**src/rtl/ps2_pkg.sv**
```systemverilog
// ps2_pkg: shared PS/2 state encoding, frame bit indices and parity helper
package ps2_pkg;
   typedef logic [2:0] ps2_state_t;
   localparam ps2_state_t IDLE      = 3'd0;
   localparam ps2_state_t INHIBIT   = 3'd1;
   localparam ps2_state_t REQ       = 3'd2;
   localparam ps2_state_t SEND      = 3'd3;
   localparam ps2_state_t ACK       = 3'd4;
   localparam ps2_state_t WAIT_IDLE = 3'd5;
   localparam int PARITY_BIT = 9;
   localparam int STOP_BIT   = 10;
   localparam int ACK_BIT    = 11;
   function automatic logic odd_parity(input logic [7:0] d);
      return ~^d;
   endfunction
endpackage

```
**src/rtl/ps2_host_tx_if.sv**
```systemverilog
// ps2_host_tx_if: command-byte handshake and frame status between a client and ps2_host_tx
interface ps2_host_tx_if;
   logic       tx_valid;
   logic [7:0] tx_data;
   logic       tx_ready;
   logic       busy;
   logic       done;
   logic       nack;
   modport master (output tx_valid, tx_data, input tx_ready, busy, done, nack);
   modport slave  (input tx_valid, tx_data, output tx_ready, busy, done, nack);
endinterface

```
**src/rtl/ps2_line_sync.sv**
```systemverilog
// ps2_line_sync: 2-FF synchronizers for the PS/2 pins plus a clock falling-edge strobe
module ps2_line_sync (
   input  logic clk,
   input  logic reset,
   input  logic ps2_clk_in,
   input  logic ps2_data_in,
   output logic clk_s,
   output logic data_s,
   output logic clk_fall
);
   logic [1:0] c_ff, d_ff;
   logic       c_prev;
   always_ff @(posedge clk or negedge reset)
      if (!reset) begin
         c_ff   <= 2'b11;
         d_ff   <= 2'b11;
         c_prev <= 1'b1;
      end else begin
         c_ff   <= {c_ff[0], ps2_clk_in};
         d_ff   <= {d_ff[0], ps2_data_in};
         c_prev <= c_ff[1];
      end
   assign clk_s    = c_ff[1];
   assign data_s   = d_ff[1];
   assign clk_fall = c_prev & ~c_ff[1];
endmodule

```
**src/rtl/ps2_host_tx.sv**
```systemverilog
// ps2_host_tx: PS/2 host-to-device command transmitter with device ACK check.
// Optional frame watchdog enabled by PS2_HOST_TX_TIMEOUT_EN.
module ps2_host_tx
   import ps2_pkg::*;
#(
   parameter int CLK_FREQ   = 100_000_000,
   parameter int INHIBIT_US = 100,
   parameter int TIMEOUT_MS = 15
) (
   input  logic        clk,
   input  logic        reset,
   ps2_host_tx_if.slave bus,
   input  logic        ps2_clk_in,
   input  logic        ps2_data_in,
   output logic        ps2_clk_oe,
   output logic        ps2_data_oe
);
   localparam int INHIBIT_CYC = CLK_FREQ / 1_000_000 * INHIBIT_US;
   localparam int IW = $clog2(INHIBIT_CYC + 1);
   ps2_state_t state;
   logic [IW-1:0] cnt;
   logic [3:0]    bit_cnt;
   logic [9:0]    sh;
   logic          drv, ack_ok, clk_s, data_s, clk_fall, accept, last_inh, wd_exp;
   ps2_line_sync u_sync (
      .clk, .reset, .ps2_clk_in, .ps2_data_in, .clk_s, .data_s, .clk_fall
   );
   assign bus.tx_ready = state == IDLE;
   assign bus.busy     = state != IDLE;
   assign accept       = bus.tx_valid && bus.tx_ready;
   assign last_inh     = state == INHIBIT && cnt == IW'(INHIBIT_CYC - 1);
   assign ps2_clk_oe   = state == INHIBIT || state == REQ;
   // start bit goes low on the last inhibit cycle; in SEND a 0 bit pulls the line
   assign ps2_data_oe  = last_inh || state == REQ || (state == SEND && !drv);
`ifdef PS2_HOST_TX_TIMEOUT_EN
   localparam int WD_CYC = CLK_FREQ / 1000 * TIMEOUT_MS;
   localparam int WW = $clog2(WD_CYC + 1);
   logic [WW-1:0] wd;
   logic          in_frame;
   assign in_frame = state inside {INHIBIT, REQ, SEND, ACK};
   assign wd_exp   = in_frame && wd == WW'(WD_CYC - 1);
   always_ff @(posedge clk or negedge reset)
      if (!reset) wd <= '0;
      else if (accept) wd <= '0;
      else if (in_frame && wd != WW'(WD_CYC)) wd <= wd + 1'b1;
`else
   assign wd_exp = 1'b0;
`endif
   always_ff @(posedge clk or negedge reset)
      if (!reset) begin
         state    <= IDLE;
         cnt      <= '0;
         bit_cnt  <= '0;
         sh       <= '1;
         drv      <= 1'b1;
         ack_ok   <= 1'b0;
         bus.done <= 1'b0;
         bus.nack <= 1'b0;
      end else begin
         bus.done <= 1'b0;
         bus.nack <= 1'b0;
         if (wd_exp) begin
            state    <= IDLE;
            drv      <= 1'b1;
            bus.nack <= 1'b1;
         end else
            case (state)
               IDLE: if (accept) begin
                  state <= INHIBIT;
                  cnt   <= '0;
                  sh    <= {1'b1, odd_parity(bus.tx_data), bus.tx_data};
               end
               INHIBIT: if (last_inh) state <= REQ; else cnt <= cnt + 1'b1;
               REQ: begin
                  state   <= SEND;
                  bit_cnt <= '0;
                  drv     <= 1'b0;
               end
               // shift in ones so the tenth edge presents the stop bit
               SEND: if (clk_fall) begin
                  bit_cnt <= bit_cnt + 1'b1;
                  drv     <= sh[0];
                  sh      <= {1'b1, sh[9:1]};
                  if (bit_cnt == 4'(STOP_BIT - 1)) state <= ACK;
               end
               ACK: if (clk_fall) begin
                  ack_ok  <= !data_s;
                  bit_cnt <= 4'(ACK_BIT);
                  state   <= WAIT_IDLE;
               end
               WAIT_IDLE: if (clk_s && data_s) begin
                  state    <= IDLE;
                  bus.done <= ack_ok;
                  bus.nack <= !ack_ok;
               end
               default: state <= IDLE;
            endcase
      end
endmodule

```
**src/flat_wrapper.sv**
```systemverilog
// flat-port wrapper written by rule: the top's interface ports become plain ports
module ps2_host_tx_flat import ps2_pkg::*;
#(
   parameter int CLK_FREQ   = 100_000_000,
   parameter int INHIBIT_US = 100,
   parameter int TIMEOUT_MS = 15
)
  (clk, reset, ps2_clk_in, ps2_data_in, ps2_clk_oe, ps2_data_oe, bus_tx_valid, bus_tx_data, bus_tx_ready, bus_busy, bus_done, bus_nack);
  ps2_host_tx_if bus_i ();
  input  logic clk;
  input  logic reset;
  input  logic ps2_clk_in;
  input  logic ps2_data_in;
  output logic ps2_clk_oe;
  output logic ps2_data_oe;
  input wire logic [$bits(bus_i.tx_valid)-1:0] bus_tx_valid;
  input wire logic [$bits(bus_i.tx_data)-1:0] bus_tx_data;
  output wire logic [$bits(bus_i.tx_ready)-1:0] bus_tx_ready;
  output wire logic [$bits(bus_i.busy)-1:0] bus_busy;
  output wire logic [$bits(bus_i.done)-1:0] bus_done;
  output wire logic [$bits(bus_i.nack)-1:0] bus_nack;
  assign bus_i.tx_valid = bus_tx_valid;
  assign bus_i.tx_data = bus_tx_data;
  assign bus_tx_ready = bus_i.tx_ready;
  assign bus_busy = bus_i.busy;
  assign bus_done = bus_i.done;
  assign bus_nack = bus_i.nack;
  ps2_host_tx #(.CLK_FREQ(CLK_FREQ), .INHIBIT_US(INHIBIT_US), .TIMEOUT_MS(TIMEOUT_MS)) u_core (.clk(clk), .reset(reset), .bus(bus_i), .ps2_clk_in(ps2_clk_in), .ps2_data_in(ps2_data_in), .ps2_clk_oe(ps2_clk_oe), .ps2_data_oe(ps2_data_oe));
endmodule
```
**config.mk**
```make
export PLATFORM = sky130hd
export DESIGN_NAME = ps2_host_tx_flat
export DESIGN_NICKNAME = d
export VERILOG_FILES = /design/src/rtl/ps2_pkg.sv /design/src/rtl/ps2_host_tx_if.sv /design/src/rtl/ps2_line_sync.sv /design/src/rtl/ps2_host_tx.sv /design/src/flat_wrapper.sv
export SDC_FILE = /design/constraint.sdc
export NUM_CORES = 1
export LEC_CHECK = 0
export BUFFER_PORTS_ARGS = -buffer_cell sky130_fd_sc_hd__buf_2
export CAP_MARGIN = 30
export CORE_MARGIN = 2
export CORE_UTILIZATION = 55
export CTS_CLUSTER_DIAMETER = 30
export DETAILED_ROUTE_END_ITERATION = 6
export PLACE_DENSITY = 0.85
export SLEW_MARGIN = 30
export SYNTH_ARGS = -nofsm -noshare
export SYNTH_HDL_FRONTEND = slang
export SYNTH_HIERARCHICAL = 1
export SYNTH_SLANG_ARGS = --single-unit
```
**constraint.sdc**
```tcl
create_clock -name clk -period 2.4 [get_ports clk]
set_input_delay 0.12 -clock clk [delete_from_list [all_inputs] [get_ports clk]]
set_output_delay 0.12 -clock clk [all_outputs]
set_load 0.02 [all_outputs]
```
==> metrics <==
outcome finished clean; Clk Latency, worst-skew pair ~0.30 ns; Max stage delay on crit path 0.40 ns; CTS Buf Count 5; Initial DRC Count 176; Synth Area in Simple Gates a little under a fifth; pin count of the biggest net entering global routing 40; Routability Congestion around 0.88; Hold Path Class input port to register; io pins 19; Synth Area per Inst 10.3 sq um; Final Skew between 0.005 and 0.006 ns; Slew headroom around 44%; syn nets 231; Die X-Extent between 60 and 70 um; PD cells roughly 860 nW/um^2; Pre-antenna DRT Iters 4; peak supply drop between 0.5 and 0.6 mV; Sequential Area 995 sq um; Adder-Cell Fraction of Synth Area under 10%; HPWL after detailed placement around 3200 um; number of antenna violations at the first check in global routing 0; Root Buffer Master clkbuf_8; WP data required approximately 2.3 ns; synth cell count leaders 24 x dfrtp_1, 16 x mux2_2, 16 x nor2_1, 15 x dfstp_2, 11 x nand2_1; post-cts sizing count 0; Nets between 200 and 250; Critical Path Source Type register; IO buf count 18; Worst Setup SP u_core/cnt[0]; Crit Path Category register to output port; Seq/Total Area, Yosys about 45%; largest family of logic cells by synthesized area simple AND/OR/NAND/NOR gates; Layout area overhead 10.6%; Final Hold Fails 0; post-synth cell types 53; setup TNS 0 ns; Lkg Pwr around 1.1 nW; area of the multi-input gates 1120 sq um; pin slew with the least headroom to its limit 0.833 ns; clk slew on worst S/H paths 0.08 ns; ys flop type dfrtp_1; Fmax approximately 500 MHz; # rows 23; DP Area roughly 2300 sq um; RSZ-0062 raised after global routing false; GR Util All Layers between 20 and 25%; top-count cell post-synth dfrtp_1; top fanout value on the critical path 8; fraction of layout cells with a size suffix above 1 between 20% and 30%; post-synthesis xor/xnor area fraction between 2 and 3%; Initial Util 56.2%; crit path capture type output port; number of global-route vias before repair around 1.6k; #FFs+latches synth 39; CTS Sinks 39; # fillers around 320; H-tree Lvls 2; number of synthesized flops with an enable pin 0; gr ovfl total 0; Synth Area in Compound Gates a little under a fifth; Via Count ~1.7k; Antenna Nets Post-Route 0; die area 4550 sq um; Post-Syn Area roughly 2200 sq um; Post-Route WL about 4400 um; Placement Setup Slack 0.452 ns; area leader, netlist dfrtp_1; Max-Cap Viols 0; Pins Over Slew Limit 0; HP Start bus_tx_data[7]; mux cell area share after synthesis under 10%; Synth async-reset ratio 100%; Worst Slack Setup Final about 0.35 ns; Final Cell Area about 2400 sq um; Final min period 2.05 ns; largest cells by area after synthesis dfrtp_1 27%, dfstp_2 18%, mux2_2 8.1%, xnor2_1 2.8%, nor2_1 2.7%; Syn. warnings 6; hold slack just over 0.2 ns; Max Root-Sink Buffers 2; Placeable Area just under 4000 sq um; Max stage delay cell, worst path dfrtp_1; Die Height around 67 um; overall power 2.10 mW; DR DRC count 0; Setup Viol. Count Final 0; Critical R2R Launch u_core/state[0]; share of the synthesized area in the top cell type ~27%; worst endpoint data arrival time roughly 1.9 ns; first-pass GRT wire length about 7600 um; crit-path cells ha_1 -> and4b_1 -> nand4_2 -> nor3_1 -> o21a_1 -> buf_2; Post-Synthesis Cells about 220; fin crit share 85.3%; vias per cell around 6.2; CTS tree built; WL/cell around 16 um; Ant. Diodes 0
## critical path: cells and delay by family (launching register included)
kind            cells  cell delay, ns
compound gates      1            0.14
fa+ha+maj           1            0.25
buf+inv             1            0.16
flops               1            0.40
simple gates        3            0.68
## placed cells by master (no fill, tap or decap), drive strengths merged, types with 2 or more instances in the layout
cell type    instances
o21ai               10
nand3                6
nand4                6
mux2i                2
nor3                 3
ha                   3
buf                 22
dfrtp               24
and4                 6
clkinv               2
nor2                16
or3                  3
nand2               11
inv                  7
a41oi                2
a31oi                9
nand2b               2
a221o                4
xnor2                7
o21a                 3
and3                 5
nor2b                4
clkbuf               5
a21oi               10
dlygate4sd3          3
mux2                16
nand3b               2
o31ai                3
a21o                 2
dfstp               15
nor4                 2
o22ai                3
o221ai               2
## per-stage QoR
stage / util [%] / instances
3_3_place_gp: 59.0 / 273
4_1_cts: 62.1 / 284
3_5_place_dp: 59.0 / 273
5_1_grt: 62.1 / 284
2_1_floorplan: - / 215
6_report: 62.1 / 284
## path summary, 6_finish.rpt
check                      depth (start not counted)                    end  slack [ns]
min in group asynchronous                          2      u_core/bit_cnt[0]        0.45
max reg2reg                                        3         u_core/cnt[13]        0.42
max                                                6            ps2_data_oe        0.35
max in group asynchronous                          2          u_core/cnt[3]        1.42
min                                                3           u_core/sh[7]        0.21
min reg2reg                                        0  u_core/u_sync/c_ff[1]        0.36
## repair_timing
item,in CTS,in global routing
endpoints found under the hold margin,26,0
buffers inserted,0,0
hold buffers,3,0
## flip-flops by register name, indices dropped and copies added, names as in the netlist, 2 cells and up
| register | cells |
|---|---|
| u_core/u_sync/d_ff | 2 |
| u_core/u_sync/c_ff | 2 |
| u_core/bit_cnt | 4 |
| u_core/sh | 9 |
| u_core/cnt | 14 |
| u_core/state | 3 |
## logic make-up after synthesis
group                      after synthesis
AOI/OAI and AO/OA                       57
and+or+nand+nor                         70
DFF                                     39
buffers and inverters                   21
muxes                                   18
xor gates and xnor gates                 7
adders and majority gates                3
## power by group
part	switching [mW]	leakage [nW]	internal [mW]
clock network	0.243	0.0443	0.207
registers	0.151	0.466	0.862
logic	0.345	0.552	0.289
total	0.738	1.06	1.36
## layer usage
layer,routed length [um],GRT usage [%],vias to the layer above
met5,0,0,-
met4,80,8.93,0
met3,188,5.50,7
met2,2150,35.0,41
met1,2010,30.9,857
li1,-,-,843
## cell type report
| class | instances | area share [%] |
|---|---|---|
| Clock buffer | 5 | 2.81 |
| Clock inverter | 3 | 1.02 |
| Inverter | 7 | 1.07 |
| Multi-Input combinational cell | 155 | 45.8 |
| Sequential cell | 39 | 40.6 |
| Tap cell | 50 | 2.55 |
| Timing Repair Buffer | 25 | 6.13 |
Note: power is estimated with default switching activity, not from simulation.
